<file path="config.mk">
export PLATFORM = sky130hd
export DESIGN_NAME = seg7_scan_driver
export DESIGN_NICKNAME = d
export VERILOG_FILES = /design/src/rtl/seg7_pkg.sv /design/src/rtl/seg7_hex_decode.sv /design/src/rtl/seg7_scan_driver.sv
export SDC_FILE = /design/constraint.sdc
export NUM_CORES = 1
export LEC_CHECK = 0
export ABC_AREA = 1
export CAP_MARGIN = 20
export CORE_MARGIN = 3
export CORE_UTILIZATION = 40
export DETAILED_ROUTE_END_ITERATION = 16
export DONT_BUFFER_PORTS = 1
export GPL_ROUTABILITY_DRIVEN = 0
export PLACE_DENSITY = 0.56
export SLEW_MARGIN = 20
export SYNTH_ARGS = -nofsm -noshare
export SYNTH_HDL_FRONTEND = slang
export SYNTH_SLANG_ARGS = --single-unit
export TNS_END_PERCENT = 30
</file>
<file path="constraint.sdc">
create_clock -name clk -period 3.05 [get_ports clk]
set_input_delay 0.915 -clock clk [delete_from_list [all_inputs] [get_ports clk]]
set_output_delay 0.915 -clock clk [all_outputs]
set_load 0.01 [all_outputs]
</file>
<file path="src/rtl/seg7_pkg.sv">
// Shared segment definitions for the seven-segment scan driver:
// segment ordering, hex glyph table and a pure decode function.
package seg7_pkg;

  localparam int unsigned SEG_W = 7;

  // Segment order on the bus, MSB first: {g,f,e,d,c,b,a}.
  typedef struct packed {
    logic g;
    logic f;
    logic e;
    logic d;
    logic c;
    logic b;
    logic a;
  } seg_t;

  localparam seg_t HEX_LUT [16] = '{
    7'b0111111, 7'b0000110, 7'b1011011, 7'b1001111,
    7'b1100110, 7'b1101101, 7'b1111101, 7'b0000111,
    7'b1111111, 7'b1101111, 7'b1110111, 7'b1111100,
    7'b0111001, 7'b1011110, 7'b1111001, 7'b1110001
  };

  function automatic seg_t hex_decode(input logic [3:0] code);
    return HEX_LUT[code];
  endfunction

endpackage

</file>
<file path="src/rtl/seg7_hex_decode.sv">
// Combinational 4-bit hex to seven-segment decoder, internal polarity (1 = lit).
module seg7_hex_decode
  import seg7_pkg::*;
(
  input  logic [3:0] code,
  output seg_t       seg_c
);

  assign seg_c = hex_decode(code);

endmodule

</file>
<file path="src/rtl/seg7_scan_driver.sv">
// Time-multiplexed seven-segment driver: slot/digit/blink counters,
// double-buffered digit data and registered pin outputs with dead time.
module seg7_scan_driver
  import seg7_pkg::*;
#(
  parameter int unsigned NUM_DIGITS     = 4,
  parameter int unsigned SCAN_DIV       = 50000,
  parameter int unsigned DEAD_CYCLES    = 500,
  parameter int unsigned BLINK_FRAMES   = 100,
  parameter bit          SEG_ACTIVE_LOW = 1'b0,
  parameter bit          AN_ACTIVE_LOW  = 1'b0
) (
  input  logic                    clk,
  input  logic                    rst,
  input  logic                    en,
  input  logic                    load,
  input  logic [4*NUM_DIGITS-1:0] codes,
  input  logic [NUM_DIGITS-1:0]   blank,
  input  logic [NUM_DIGITS-1:0]   blink,
  input  logic [NUM_DIGITS-1:0]   dp,
  output logic [SEG_W-1:0]        seg,
  output logic                    dp_out,
  output logic [NUM_DIGITS-1:0]   an,
  output logic                    frame
);

  localparam int unsigned CNT_W = (SCAN_DIV > 1) ? $clog2(SCAN_DIV) : 1;
  localparam int unsigned IDX_W = (NUM_DIGITS > 1) ? $clog2(NUM_DIGITS) : 1;
  localparam int unsigned BLK_W = (BLINK_FRAMES > 1) ? $clog2(BLINK_FRAMES) : 1;

  localparam logic [CNT_W-1:0] SCAN_LAST = CNT_W'(SCAN_DIV - 1);
  localparam logic [CNT_W-1:0] DEAD_END  = CNT_W'(DEAD_CYCLES);
  localparam logic [IDX_W-1:0] IDX_LAST  = IDX_W'(NUM_DIGITS - 1);
  localparam logic [BLK_W-1:0] BLK_LAST  = BLK_W'(BLINK_FRAMES - 1);

  localparam logic [SEG_W-1:0]      SEG_POL = {SEG_W{SEG_ACTIVE_LOW}};
  localparam logic [NUM_DIGITS-1:0] AN_POL  = {NUM_DIGITS{AN_ACTIVE_LOW}};

  logic [CNT_W-1:0]        scan_cnt_q, scan_cnt_d;
  logic [IDX_W-1:0]        idx_q, idx_d;
  logic [BLK_W-1:0]        blink_cnt_q, blink_cnt_d;
  logic                    blink_ph_q, blink_ph_d;
  logic [4*NUM_DIGITS-1:0] codes_sh_q, codes_sh_d;
  logic [NUM_DIGITS-1:0]   blank_sh_q, blank_sh_d;
  logic [NUM_DIGITS-1:0]   blink_sh_q, blink_sh_d;
  logic [NUM_DIGITS-1:0]   dp_sh_q, dp_sh_d;
  logic [SEG_W-1:0]        seg_q, seg_d;
  logic                    dp_out_q, dp_out_d;
  logic [NUM_DIGITS-1:0]   an_q, an_d;
  logic                    frame_q, frame_d;

  logic       tick;
  logic       frame_evt;
  logic       dark;
  logic [3:0] cur_code;
  seg_t       dec_seg;

  assign cur_code = codes_sh_q[{idx_q, 2'b00} +: 4];

  seg7_hex_decode u_dec (
    .code  (cur_code),
    .seg_c (dec_seg)
  );

  always_comb begin
    scan_cnt_d  = scan_cnt_q;
    idx_d       = idx_q;
    blink_cnt_d = blink_cnt_q;
    blink_ph_d  = blink_ph_q;
    codes_sh_d  = codes_sh_q;
    blank_sh_d  = blank_sh_q;
    blink_sh_d  = blink_sh_q;
    dp_sh_d     = dp_sh_q;
    an_d        = '0;

    tick      = (scan_cnt_q == SCAN_LAST);
    frame_evt = tick && (idx_q == IDX_LAST);

    scan_cnt_d = tick ? '0 : scan_cnt_q + CNT_W'(1);
    if (tick) begin
      idx_d = (idx_q == IDX_LAST) ? '0 : idx_q + IDX_W'(1);
    end
    if (frame_evt) begin
      if (blink_cnt_q == BLK_LAST) begin
        blink_cnt_d = '0;
        blink_ph_d  = ~blink_ph_q;
      end else begin
        blink_cnt_d = blink_cnt_q + BLK_W'(1);
      end
    end

    if (load) begin
      codes_sh_d = codes;
      blank_sh_d = blank;
      blink_sh_d = blink;
      dp_sh_d    = dp;
    end

    // Outputs are built from the pre-edge shadow so a load shows one edge later.
    dark     = !en || blank_sh_q[idx_q] || (blink_sh_q[idx_q] && blink_ph_q);
    seg_d    = (dark ? '0 : SEG_W'(dec_seg)) ^ SEG_POL;
    dp_out_d = (!dark && dp_sh_q[idx_q]) ^ SEG_ACTIVE_LOW;
    if (en && (scan_cnt_q >= DEAD_END)) begin
      an_d[idx_q] = 1'b1;
    end
    an_d    = an_d ^ AN_POL;
    frame_d = frame_evt;
  end

  always_ff @(posedge clk or posedge rst) begin
    if (rst) begin
      scan_cnt_q  <= '0;
      idx_q       <= '0;
      blink_cnt_q <= '0;
      blink_ph_q  <= 1'b0;
      codes_sh_q  <= '0;
      blank_sh_q  <= '1;
      blink_sh_q  <= '0;
      dp_sh_q     <= '0;
      seg_q       <= SEG_POL;
      dp_out_q    <= SEG_ACTIVE_LOW;
      an_q        <= AN_POL;
      frame_q     <= 1'b0;
    end else begin
      scan_cnt_q  <= scan_cnt_d;
      idx_q       <= idx_d;
      blink_cnt_q <= blink_cnt_d;
      blink_ph_q  <= blink_ph_d;
      codes_sh_q  <= codes_sh_d;
      blank_sh_q  <= blank_sh_d;
      blink_sh_q  <= blink_sh_d;
      dp_sh_q     <= dp_sh_d;
      seg_q       <= seg_d;
      dp_out_q    <= dp_out_d;
      an_q        <= an_d;
      frame_q     <= frame_d;
    end
  end

  assign seg    = seg_q;
  assign dp_out = dp_out_q;
  assign an     = an_q;
  assign frame  = frame_q;

endmodule
</file>
After elaboration in Yosys (flattened, before gate mapping) --
Memories as Yosys holds them, arrays and structs flattened. Index checks and enable logic that the tools add are counted. Widths: inputs -> output; s select.
Word-level totals: register bits after elaboration 67, bits in read-only memories 112, input bits 32, output and inout port bits 13, word-level logic and storage cells 51, memories 1
Memories:
- (name not given) | words 16, bits a word 7, rd ports 1, clocked after Yosys merged registers in 0, wr ports 0, line seg7_pkg.sv:26 | return HEX_LUT[code];
Operators by class: add/subtract/negate cells 3, order comparisons 4, eq/ne operators 3, shift-type cells 1, muxes and demuxes 15, bitwise logic cells 2, reduce and logical (&&, ||, !) cells 10
Operator list (count):
- $mux 7 | 4
- $add 16x1->16 const B | 1
- $eq 16x16->1 const B | 1
- $ge 16x9->1 const B | 1
- $mux 16 | 1
- $shiftx 16x5->4 | 1
- $add 7x1->7 const B | 1
- $eq 7x7->1 const B | 1
- $bmux 1 s2 | 3
- $ge 5x5->1 const B | 1
- $logic_and 1x1->1 | 5
- $not 4->5 | 1
- $mux 1 | 4
- $mux 4 | 1
- $lt 2x3->1 const B | 1
- $add 2x1->2 const B | 1
- $demux 1 s2 | 1
- $eq 2x2->1 const B | 1
- $ge 2x1->1 const B | 1
- $logic_not 1->1 | 2
- $logic_or 1x1->1 | 2
- $mux 2 | 1
- $reduce_and 2->1 | 1
- $not 1->1 | 1

Longest topological paths before layout --
word-level depth 6, depth in mapped cells 12, mapped depth without buffers 11

By module --
Synthesis repeated with hierarchy kept, for this count alone.
Unflattened totals: cells, all modules 422, area total of the unflattened synthesis 3542.1 µm²
By module, submodules not included:
- seg7_scan_driver | instances 1, cells each 370, area each 3265.6 µm², seq. area each 1681.6 µm²
- seg7_hex_decode | instances 1, cells each 52, area each 276.5 µm², seq. area each 0.0 µm²

Worst setup path after synthesis --
OpenSTA, ideal clock, no wires.
path type input to register, start point input port load, end point register blink_sh_q[1], library setup time 0.125 ns, arrival time 1.657 ns, data required time 2.925 ns, slack 1.269 ns, cell stages on the path 3, path buffers 2, cells stage by stage buf_2 > buf_2 > mux2_2
RTL lines:
- start: declaration | line seg7_scan_driver.sv:16 | input logic load,
- end signal: assignment | line seg7_scan_driver.sv:131 | blink_sh_q <= blink_sh_d;
- end: declaration | line seg7_scan_driver.sv:45 | logic [NUM_DIGITS-1:0] blink_sh_q, blink_sh_d;
No word-level cell between the ends.

Worst setup path after layout --
start point register idx_q[0], end point register seg_q[3], in the netlist seg[3]
Between the ends: longest elaborated chain between the ends 6, elaborated cells between the ends (all ways) 13, classes of those cells shift (1); mux (7); bitwise (1); reduce/logical (3); memory (1)
RTL lines:
- start: declaration | line seg7_scan_driver.sv:40 | logic [IDX_W-1:0] idx_q, idx_d;
- start signal: assignment | line seg7_scan_driver.sv:126 | idx_q <= idx_d;
- $shiftx 16x5->4 | line seg7_scan_driver.sv:58 | assign cur_code = codes_sh_q[{idx_q, 2'b00} +: 4];
- $not 4->5 (not written as such) | line seg7_pkg.sv:26
- $mem_v2 16x7
- $mux 7 (not written as such) (2 in series) | line seg7_pkg.sv:26
- $mux 7 * | line seg7_scan_driver.sv:101 | seg_d = (dark ? '0 : SEG_W'(dec_seg)) ^ SEG_POL;
- named net seg_d[3] | line seg7_scan_driver.sv:47 | logic [SEG_W-1:0] seg_q, seg_d;
- end signal: assignment | line seg7_scan_driver.sv:133 | seg_q <= seg_d;
- end: declaration | line seg7_scan_driver.sv:47
Mark *: on every way through the listed nets, which the timed path passes. The rest lies on a longest branch. The select of a mux whose other input is x is not followed. A chain may end at the register's enable or synchronous reset.

==> results.sh <==
export IMPL_port_buffers=0
export IMPL_finClkSkew_ns=0.0108
export IMPL_synth_compound_area_frac=0.0466
export IMPL_ios=45
export IMPL_power_density_nw_per_um2=499
export IMPL_synth_xor_area_frac=0.0195
export IMPL_grt_ovfl_total=0
export IMPL_htreeDepth=3
export IMPL_coreArea_sq_um=8460
export IMPL_muxShareOfSynthArea=0.0595
export IMPL_drive_above_1_share=0.185
export IMPL_slowest_stage="dfrtp_1"
export IMPL_rows=33
export IMPL_grt_usage=0.156
export IMPL_ys_warnings_count=0
export IMPL_synthFlopType="dfrtp_1"
export IMPL_dr_pass1_iters=4
export IMPL_clk_pin_slew_ns=0.08
export IMPL_grt_pass1_vias=2605
export IMPL_cts_max_path_buffers=2
export IMPL_max_slew_worst_pin_slew_ns=0.547
export IMPL_cpPeakStageDelay_ns=0.69
export IMPL_cts_hold_fix_buffers=0
export IMPL_ys_seq_area_frac=0.467
export IMPL_synth_edff_count=0
export IMPL_drt_wirelength_per_cell_um=13.4
export IMPL_n_antenna_cell=0
export IMPL_layout_commonest_cell="nand2_1"
export IMPL_seq_area_sq_um=1680
export IMPL_fin_crit_ns=2.10
export IMPL_period_share=0.688
export IMPL_grt_max_degree=52
export IMPL_syn_avg_cell_area_sq_um=8.50
export IMPL_drt_initial_drc_count=120
export IMPL_cp_data_required_time_ns=3.33
export IMPL_viasPerCell=4.87
export IMPL_ys_ff_latch=67
export IMPL_reg2regPathDepth=11
export IMPL_synth_cells=423
export IMPL_synth_fp_nets=468
export IMPL_wl_um=7200
export IMPL_synth_cell_types=28
export IMPL_root_buffer="clkbuf_8"
export IMPL_fmax_ghz=0.477
export IMPL_place_hpwl_um=5400
export IMPL_async_reset_ff_frac=1.00
export IMPL_r2r_start="idx_q[0]$_DFFE_PP0N_"
export IMPL_drc_errors=0
export IMPL_fin_hold_ws_ns=0.432
export IMPL_vias=2616
export IMPL_multiInputGateArea_sq_um=1630
export IMPL_cp_common_cell="nand2_1"
export IMPL_ant_nets=0
export IMPL_ir_drop_uv=244
export IMPL_synthToLayoutAreaGrowth_pct=8.87
export IMPL_final_hold_violation_count=0
export IMPL_slew_viol_final=0
export IMPL_crit_path_max_fanout=16
export IMPL_dieArea_sq_um=10200
export IMPL_die_w_um=101
export IMPL_antenna_found_initial=0
export IMPL_die_y_um=101
export IMPL_synth_top_family_by_area="simple AND/OR/NAND/NOR gates"
export IMPL_final_setup_tns_ns=0
export IMPL_start_util=0.425
export IMPL_setup_viol=0
export IMPL_cp_cell_sequence="inv_2, nand2_1, nand3_2, nand2_2, inv_1, ha_1, inv_1, nand2_1, nand3_1, nand2_1, nor2_1"
export IMPL_crit_type="reg -> reg"
export IMPL_cts_sinks=67
export IMPL_power_leakage_nw=1.91
export IMPL_fillers=821
export IMPL_cts_buffers=9
export IMPL_post_cts_setup_buffer_count=0
export IMPL_start_kind="flip-flop"
export IMPL_syn_area_sq_um=3600
export IMPL_min_path_type="in -> async"
export IMPL_arrival_ns=2.38
export IMPL_drv_cap=0
export IMPL_slew_limit_headroom=0.635
export IMPL_layout_common_cells="nand2_1 (104), dfrtp_1 (63), inv_1 (52)"
export IMPL_cts_tree="done"
export IMPL_crit_path_start="idx_q[0]$_DFFE_PP0N_"
export IMPL_ctsResizeCount=0
export IMPL_end_kind="flip-flop"
export IMPL_insertion_delay_ns=0.35
export IMPL_fin_nets=472
export IMPL_status="complete, no violations"
export IMPL_synth_simple_area_share=0.283
export IMPL_synth_fa_ha_area_frac=0.0452
export IMPL_grt_pass1_wl_um=12400
export IMPL_rsz0062_at_grt="no"
-- per-layer routing --
layer | global-route usage | vias to the layer above | wire length (um) | part of all wire
li1 | - | 1332 | - | -
met1 | 0.221 | 1209 | 3550 | 0.49
met2 | 0.227 | 66 | 3080 | 0.43
met3 | 0.0353 | 9 | 437 | 0.061
met4 | 0.0684 | 0 | 135 | 0.019
met5 | 0 | - | 0 | 0
-- synthesized netlist by cell type, types with 2 or more instances --
| cell | instances | area [sq um] |
|---|---|---|
| xnor2_1 | 2 | 17.5 |
| nand2_4 | 3 | 33.8 |
| buf_2 | 3 | 15.0 |
| inv_2 | 6 | 22.5 |
| buf_6 | 2 | 22.5 |
| nand3_1 | 30 | 150 |
| o21ai_0 | 20 | 100 |
| nand4_1 | 2 | 12.5 |
| nor3_1 | 3 | 15.0 |
| inv_1 | 53 | 199 |
| dfrtp_1 | 63 | 1580 |
| dfstp_2 | 4 | 105 |
| nand2_2 | 9 | 56.3 |
| nand2_1 | 104 | 390 |
| nor2_4 | 2 | 22.5 |
| mux2_2 | 19 | 214 |
| nor2_1 | 44 | 165 |
| ha_1 | 13 | 163 |
| buf_4 | 2 | 15.0 |
| xor2_1 | 6 | 52.6 |
| nand3_2 | 12 | 120 |
| nor2_2 | 5 | 31.3 |
| a21oi_1 | 11 | 55.1 |
-- critical path: cells and delay by family, from the launching register on --
| family | cells | cell delay, ns |
|---|---|---|
| adders and majority gates | 1 | 0.25 |
| buffers and inverters | 3 | 0.45 |
| DFF | 1 | 0.69 |
| and+or+nand+nor | 7 | 0.65 |
-- sequential cells by signal, summed over array words and instances, names as in the netlist --
name	count
codes_sh_q	16
scan_cnt_q	16
blink_cnt_q	7
seg	7
an	4
blank_sh_q	4
blink_sh_q	4
dp_sh_q	4
idx_q	2
blink_ph_q	1
dp_out	1
frame	1
-- logic make-up (layout without fill, tap and decap cells) --
| logic type | after synthesis | after routing |
|---|---|---|
| compound gates | 33 | 33 |
| xor+xnor | 8 | 8 |
| fa+ha+maj | 13 | 13 |
| buf+inv | 68 | 77 |
| flops | 67 | 67 |
| mux | 19 | 19 |
| simple gates | 215 | 215 |
-- per-stage QoR --
| step | cell area, sq um | util | cells | setup WS (ns) | power (mW) |
|---|---|---|---|---|---|
| 3_5_place_dp | 3690 | 0.436 | 521 | 0.946 | 1.14 |
| 2_1_floorplan | 3600 | - | 423 | 0.458 | 1.11 |
| 6_report | 3920 | 0.463 | 537 | 0.952 | 1.96 |
| 5_1_grt | 3920 | 0.463 | 537 | 0.668 | 2.04 |
| 4_1_cts | 3920 | 0.463 | 537 | 0.927 | 1.98 |
| 3_3_place_gp | 3690 | 0.436 | 521 | 1.06 | 1.14 |
-- power breakdown --
part           internal [mW]  switching [mW]
Clock                  0.464           0.372
Combinational         0.0634          0.0918
Sequential             0.937          0.0282
Total                   1.46           0.492
-- area by class of cell --
cell class                 count  share of cell area
clock buffer                   9              0.0316
tap                          105              0.0335
clock inverter                 7              0.0256
sequential                    67               0.429
inverter                      60              0.0581
multi-input combinational    288               0.417
timing repair buffer           1             0.00511
-- final timing paths --
check                                              to  slack [ns]
hold / removal             blink_cnt_q[4]$_DFFE_PP0P_        0.43
min in group clk              scan_cnt_q[0]$_DFF_PP0_        0.46
setup reg to reg                     seg[3]$_DFF_PP0_        0.95
max in group asynchronous   blank_sh_q[1]$_DFFE_PP1P_        1.98
setup / recovery                     seg[3]$_DFF_PP0_        0.95
hold reg to reg               scan_cnt_q[0]$_DFF_PP0_        0.46
(Power assumes the default switching activity.)
